[config.mk]
export PLATFORM = sky130hd
export DESIGN_NAME = imem_loader
export DESIGN_NICKNAME = d
export VERILOG_FILES = /design/src/rtl/imem_loader.sv
export SDC_FILE = /design/constraint.sdc
export NUM_CORES = 1
export LEC_CHECK = 0
export CAP_MARGIN = 20
export CORE_AREA = 2 2 133 135
export CTS_CLUSTER_SIZE = 16
export DETAILED_ROUTE_END_ITERATION = 10
export DIE_AREA = 0 0 135 137
export PLACE_DENSITY = 0.6
export REMOVE_ABC_BUFFERS = 1
export SLEW_MARGIN = 20
export SYNTH_ARGS = -nofsm -noshare
export SYNTH_HDL_FRONTEND = slang
export SYNTH_SLANG_ARGS = --single-unit
[constraint.sdc]
create_clock -name clock -period 2.7 [get_ports clock]
set_input_delay 0.54 -clock clock [delete_from_list [all_inputs] [get_ports clock]]
set_output_delay 0.54 -clock clock [all_outputs]
set_load 0.02 [all_outputs]
[src/rtl/imem_loader.sv]
// ============================================================================
//  Module      : imem_loader
//  Description : Instruction-memory writer. Takes a length-prefixed byte
//                stream over valid/ready, packs bytes big-endian into 32-bit
//                words and writes them sequentially, holding the CPU frozen
//                while a load session is active.
//                Optional feature macro: IMEM_LOADER_CHECKSUM_EN (trailing
//                XOR checksum byte after the data).
//  Revision    : 1.0 - initial release
// ============================================================================
`default_nettype none

module imem_loader #(
  parameter int          MAX_WORDS = 256,
  parameter logic [31:0] BASE_ADDR = 32'h0000_0000
) (
  input  logic        clock,
  input  logic        reset,
  input  logic        start,
  input  logic [7:0]  in_data,
  input  logic        in_valid,
  output logic        in_ready,
  output logic        mem_we,
  output logic [31:0] mem_addr,
  output logic [31:0] mem_wdata,
  output logic        cpu_hold,
  output logic        busy,
  output logic        done,
  output logic        error,
  output logic [15:0] words_loaded
);

  localparam logic [2:0] S_IDLE   = 3'd0;
  localparam logic [2:0] S_LEN_HI = 3'd1;
  localparam logic [2:0] S_LEN_LO = 3'd2;
  localparam logic [2:0] S_DATA   = 3'd3;
  localparam logic [2:0] S_DONE   = 3'd4;
`ifdef IMEM_LOADER_CHECKSUM_EN
  localparam logic [2:0] S_CHK    = 3'd5;
`endif

  logic [2:0]  state;
  logic [2:0]  state_nx;
  logic [15:0] count;
  logic [1:0]  byte_idx;
  logic [23:0] word_buf;
  logic        accept;
  logic [16:0] hdr_count;
  logic        hdr_zero;
  logic        hdr_too_big;
  logic        last_word;
  logic        start_ok;
`ifdef IMEM_LOADER_CHECKSUM_EN
  logic [7:0]  csum;
`endif

  assign accept      = in_valid & in_ready;
  // Full header value as seen on the edge that accepts the low length byte.
  assign hdr_count   = {1'b0, count[15:8], in_data};
  assign hdr_zero    = (hdr_count == 17'd0);
  assign hdr_too_big = (hdr_count > 17'(MAX_WORDS));
  // True while the word currently being assembled is the final one.
  assign last_word   = (({1'b0, words_loaded} + 17'd1) == {1'b0, count});
  assign start_ok    = start & ((state == S_IDLE) | (state == S_DONE));

  // State register
  always_ff @(posedge clock) begin
    if (reset) state <= S_IDLE;
    else       state <= state_nx;
  end

  // Next-state logic
  always_comb begin
    state_nx = state;
    case (state)
      S_IDLE:   if (start) state_nx = S_LEN_HI;
      S_LEN_HI: if (accept) state_nx = S_LEN_LO;
      S_LEN_LO: begin
        if (accept) begin
          if (hdr_zero || hdr_too_big) state_nx = S_DONE;
          else                         state_nx = S_DATA;
        end
      end
      S_DATA: begin
        if (accept && (byte_idx == 2'd3) && last_word) begin
`ifdef IMEM_LOADER_CHECKSUM_EN
          state_nx = S_CHK;
`else
          state_nx = S_DONE;
`endif
        end
      end
`ifdef IMEM_LOADER_CHECKSUM_EN
      S_CHK:    if (accept) state_nx = S_DONE;
`endif
      S_DONE:   if (start) state_nx = S_LEN_HI;
      default:  state_nx = S_IDLE;
    endcase
  end

  // Moore outputs decoded from the current state
  always_comb begin
    in_ready = 1'b0;
    busy     = 1'b0;
    case (state)
      S_LEN_HI, S_LEN_LO, S_DATA: begin
        in_ready = 1'b1;
        busy     = 1'b1;
      end
`ifdef IMEM_LOADER_CHECKSUM_EN
      S_CHK: begin
        in_ready = 1'b1;
        busy     = 1'b1;
      end
`endif
      S_IDLE, S_DONE: begin
        in_ready = 1'b0;
        busy     = 1'b0;
      end
      default: begin
        in_ready = 1'b0;
        busy     = 1'b1;
      end
    endcase
    cpu_hold = busy;
  end

  // Datapath: header capture, word packing, write strobe and status flags
  always_ff @(posedge clock) begin
    if (reset) begin
      count        <= 16'd0;
      byte_idx     <= 2'd0;
      word_buf     <= 24'd0;
      mem_we       <= 1'b0;
      mem_addr     <= BASE_ADDR;
      mem_wdata    <= 32'd0;
      done         <= 1'b0;
      error        <= 1'b0;
      words_loaded <= 16'd0;
`ifdef IMEM_LOADER_CHECKSUM_EN
      csum         <= 8'd0;
`endif
    end else begin
      // Write strobe is a single-cycle pulse.
      mem_we <= 1'b0;

      if (start_ok) begin
        done         <= 1'b0;
        error        <= 1'b0;
        words_loaded <= 16'd0;
        byte_idx     <= 2'd0;
`ifdef IMEM_LOADER_CHECKSUM_EN
        csum         <= 8'd0;
`endif
      end

      if (accept) begin
        case (state)
          S_LEN_HI: count[15:8] <= in_data;
          S_LEN_LO: begin
            count[7:0] <= in_data;
            if (hdr_zero) begin
              done <= 1'b1;
            end else if (hdr_too_big) begin
              done  <= 1'b1;
              error <= 1'b1;
            end
          end
          S_DATA: begin
            byte_idx <= byte_idx + 2'd1;
`ifdef IMEM_LOADER_CHECKSUM_EN
            csum     <= csum ^ in_data;
`endif
            case (byte_idx)
              2'd0: word_buf[23:16] <= in_data;
              2'd1: word_buf[15:8]  <= in_data;
              2'd2: word_buf[7:0]   <= in_data;
              default: begin
                mem_wdata    <= {word_buf, in_data};
                mem_addr     <= BASE_ADDR + {14'd0, words_loaded, 2'b00};
                mem_we       <= 1'b1;
                words_loaded <= words_loaded + 16'd1;
`ifndef IMEM_LOADER_CHECKSUM_EN
                if (last_word) done <= 1'b1;
`endif
              end
            endcase
          end
`ifdef IMEM_LOADER_CHECKSUM_EN
          S_CHK: begin
            done  <= 1'b1;
            error <= (in_data != csum);
          end
`endif
          default: ;
        endcase
      end
    end
  end

endmodule

`default_nettype wire

==> impl_results.html <==
<table>
<tr><th>Metric</th><th>Value</th></tr>
<tr><th colspan="2">Outcome</th></tr>
<tr><td>Status</td><td>finished, final reports clean</td></tr>
<tr><th colspan="2">Critical path</th></tr>
<tr><td>Cell with the largest stage delay on the worst path</td><td>clkdlybuf4s50_1</td></tr>
<tr><td>Worst Path Arrival</td><td>2.00 ns</td></tr>
<tr><td>Critical path startpoint category</td><td>flip-flop</td></tr>
<tr><td>List of cells traversed by the critical path</td><td>nor2_1, inv_1, clkdlybuf4s50_1</td></tr>
<tr><td>Buffering stage count on the worst path with inverters included</td><td>2</td></tr>
<tr><td>Path type of the worst setup path</td><td>flip-flop to primary output</td></tr>
<tr><td>Critical path's largest stage delay</td><td>0.58 ns</td></tr>
<tr><td>Required @ worst endpoint</td><td>2.16 ns</td></tr>
<tr><td>Register-to-register setup slack</td><td>0.30 ns</td></tr>
<tr><td>Critical Path End Type</td><td>primary output</td></tr>
<tr><td>Number of gates on the worst path with buffers counted</td><td>3</td></tr>
<tr><td>Dominant delay contributor by cell family on the critical path</td><td>buffers and inverters</td></tr>
<tr><td>Number of cells on the worst reg-to-reg path</td><td>7</td></tr>
<tr><td>Critical-path maximum fanout</td><td>13</td></tr>
<tr><th colspan="2">Routing</th></tr>
<tr><td>First-iteration detailed-routing DRC count</td><td>approximately 280</td></tr>
<tr><td>Number of detailed-route iterations in the first pass</td><td>4</td></tr>
<tr><td>Post-detailed-routing wire length</td><td>roughly 14 mm</td></tr>
<tr><td>Via total after detailed routing</td><td>4552</td></tr>
<tr><td>Number of vias per cell after detailed routing</td><td>4.78</td></tr>
<tr><td>Average wire per standard cell</td><td>approximately 15 um</td></tr>
<tr><td>Remaining antenna violation count</td><td>0</td></tr>
<tr><td>Count of unresolved DRC violations after routing</td><td>0</td></tr>
<tr><th colspan="2">Yosys</th></tr>
<tr><td>Async SR Flop Fraction</td><td>0</td></tr>
<tr><td>Share of the synthesized area in the top cell type</td><td>0.447</td></tr>
<tr><td>Netlist cell types</td><td>49</td></tr>
<tr><td>Number of enable-type register cells in the synthesized netlist</td><td>0</td></tr>
<tr><td>Post-Synthesis Cell Area</td><td>between 5000 and 6000 sq um</td></tr>
<tr><td>Mapped Cells</td><td>648</td></tr>
<tr><td>Ys Warns</td><td>0</td></tr>
<tr><td>Cell taking the most area after synthesis</td><td>dfxtp_1</td></tr>
<tr><td>Fraction of the yosys area taken by sequential cells</td><td>0.447</td></tr>
<tr><td>Most frequent cell after synthesis</td><td>nand2_1</td></tr>
<tr><td>Number of storage elements in the synthesis netlist</td><td>112</td></tr>
<tr><td>Predominant post-synthesis flop cell</td><td>dfxtp_1</td></tr>
<tr><td>Post-synthesis average cell area</td><td>7.75 sq um</td></tr>
<tr><td>Top post-synthesis cells by area</td><td>dfxtp_1 45%, nand2_1 13%, a21oi_1 11%, nand3_1 3.9%, xnor2_1 3.0%</td></tr>
<tr><td>Top cell types by occurrence after synthesis</td><td>174 x nand2_1, 113 x a21oi_1, 112 x dfxtp_1, 39 x nand3_1, 37 x clkbuf_1</td></tr>
<tr><th colspan="2">Floorplanning</th></tr>
<tr><td>Number of top-level design ports</td><td>98</td></tr>
<tr><td>Row Count</td><td>48</td></tr>
<tr><td>Width of the chip</td><td>135 um</td></tr>
<tr><td>Initial cell density of the core</td><td>0.294</td></tr>
<tr><td>Floorplan die height</td><td>137 um</td></tr>
<tr><td>Core region area</td><td>between 15000 and 20000 sq um</td></tr>
<tr><td>Area enclosed by the die boundary</td><td>18500 sq um</td></tr>
<tr><th colspan="2">Clocking</th></tr>
<tr><td># H-tree levels</td><td>3</td></tr>
<tr><td>Master cell of the clock root buffer</td><td>clkbuf_16</td></tr>
<tr><td>Clock transition at path regs</td><td>~0.080 ns</td></tr>
<tr><td>Maximum number of buffers from clock root to sink</td><td>2</td></tr>
<tr><td>Cts repair resizes</td><td>0</td></tr>
<tr><td>Clock tree from TritonCTS</td><td>yes</td></tr>
<tr><td>Clock insertion delay at the later pin of the skew report</td><td>around 0.36 ns</td></tr>
<tr><td>Setup bufs post-CTS</td><td>0</td></tr>
<tr><td>Inserted Clock Buffers</td><td>9</td></tr>
<tr><td>Hold buffer count at cts</td><td>0</td></tr>
<tr><td>CTS sink cnt</td><td>112</td></tr>
<tr><th colspan="2">Global routing</th></tr>
<tr><td>Number of global-route vias before repair</td><td>4189</td></tr>
<tr><td>Wire length of the first global-routing pass</td><td>22.2 mm</td></tr>
<tr><td>Antenna violations before repair</td><td>0</td></tr>
<tr><td>Largest net degree at the start of global routing</td><td>60</td></tr>
<tr><td>Total overflow reported by the global router</td><td>0</td></tr>
<tr><td>Global-route usage over all layers</td><td>0.153</td></tr>
<tr><th colspan="2">Place</th></tr>
<tr><td>RePlAce Congestion</td><td>0.832</td></tr>
<tr><td>HPWL Detailed</td><td>9.52 mm</td></tr>
<tr><td>Placed Instance Area</td><td>6100 sq um</td></tr>
<tr><td>Pre-CTS setup slack</td><td>0.247 ns</td></tr>
<tr><td>Placed cell count</td><td>around 940</td></tr>
<tr><td>Number of port buffers</td><td>81</td></tr>
<tr><th colspan="2">Power</th></tr>
<tr><td>Lkg Pwr</td><td>2.17 nW</td></tr>
<tr><td>Power density over the cells</td><td>between 500 and 600 nW/um^2</td></tr>
<tr><td>IR drop worst, VDD</td><td>approximately 0.43 mV</td></tr>
<tr><td>Pwr Total</td><td>3.73 mW</td></tr>
<tr><th colspan="2">STA</th></tr>
<tr><td>Number of failing setup endpoints in the final timing report</td><td>0</td></tr>
<tr><td>RSZ-0062 raised after global routing</td><td>false</td></tr>
<tr><td>Hold slack final</td><td>0.452 ns</td></tr>
<tr><td>Hold Fails Final Rpt</td><td>0</td></tr>
<tr><td>Crit share post-route</td><td>0.941</td></tr>
<tr><td>Clock Skews</td><td>0.00967 ns</td></tr>
<tr><td>Final sum of negative setup slack</td><td>0 ns</td></tr>
<tr><td>Upper clock frequency limit</td><td>393 MHz</td></tr>
<tr><td>Slew headroom</td><td>0.565</td></tr>
<tr><td>Max Transition Viols Final</td><td>0</td></tr>
<tr><td>Worst-case setup margin in the final layout</td><td>0.159 ns</td></tr>
<tr><td>Slew at the pin with the worst max-slew slack</td><td>0.653 ns</td></tr>
<tr><td>Final critical path time including I/O delays and setup</td><td>2.54 ns</td></tr>
<tr><th colspan="2">Finish</th></tr>
<tr><td>Final cell count without fillers</td><td>952</td></tr>
<tr><td>Area growth from synthesis to final layout</td><td>27.3%</td></tr>
<tr><td>Fraction of final layout cells with drive strength greater than 1</td><td>0.0715</td></tr>
<tr><td>Nets@finish</td><td>740</td></tr>
<tr><td>Layout Cell Area excl Fill</td><td>6390 sq um</td></tr>
<tr><td>Final standard cell utilization of the core</td><td>0.375</td></tr>
<tr><td>Number of diodes</td><td>0</td></tr>
<tr><th colspan="2">Worst hold path</th></tr>
<tr><td>Classification of the worst-slack hold path</td><td>flip-flop to flip-flop</td></tr>
<tr><td>Hold path cells</td><td>2</td></tr>
<tr><th colspan="2">Job</th></tr>
<tr><td>MaxCap Viol Count</td><td>0</td></tr>
</table>
-- sequential cells by signal, summed over array words and instances (netlist names), 2 cells and up --
signal and flops:
word_buf 24, byte_idx 2, mem_addr 16, count 16, state 3, mem_wdata 32, words_loaded 16
-- power breakdown --
part	switching, mW	leakage, nW	internal (mW)
Clock	0.652	0.143	0.669
Combinational	0.401	1.12	0.250
Sequential	0.0625	0.903	1.70
Total	1.11	2.17	2.62
-- final timing paths --
kind,from,to
setup / recovery,state[1],cpu_hold
hold / removal,word_buf[11],mem_wdata[19]
setup reg to reg,words_loaded[1],state[1]
hold reg to reg,word_buf[11],mem_wdata[19]
-- cell usage in the layout, fill, tap and decap left out, drive strengths merged, types with 3 or more instances in the layout --
master and n:
clkdlybuf4s50 80, and4b 3, inv 11, nor2 25
nor2b 3, o21ai 15, xor2 7, nand4 6
conb 16, dfxtp 112, clkbuf 11, nand3b 5
buf 29, and3 3, ha 6, a21oi 113
nand3 40, xnor2 17, nor3 10, nand2 174
nor4 9, and4 3
-- cell type report --
type	instances	area [sq um]
well taps	225	282
repair buffers	109	1040
clock inverters	5	46.3
inverters	8	30.0
multi-input cells	482	2500
flip-flops and latches	112	2240
clock buffers	11	243
fillers	1851	10700
-- worst min-delay path, cell delays in order, from the launching register on --
cell and delay, ns:
dfxtp_1 0.31, nand2_1 0.05, a21oi_1 0.05
-- layer usage --
metal / GRT usage / routed length, um / up-vias
li1: - / - / 2327
met1: 0.211 / 6700 / 2106
met4: 0.0608 / 233 / 0
met5: 0 / 0 / -
met3: 0.0278 / 658 / 17
met2: 0.236 / 6270 / 102
-- cell families after synthesis --
| logic type | synth area share |
|---|---|
| AO/OA/AOI/OAI | 0.157 |
| XOR/XNOR | 0.0419 |
| adder cells (fa/ha/maj) | 0.0150 |
| buffers and inverters | 0.0666 |
| flip-flops | 0.447 |
| other | 0.000747 |
| AND/OR/NAND/NOR | 0.273 |
No activity file was read; power rests on OpenSTA's default activity.
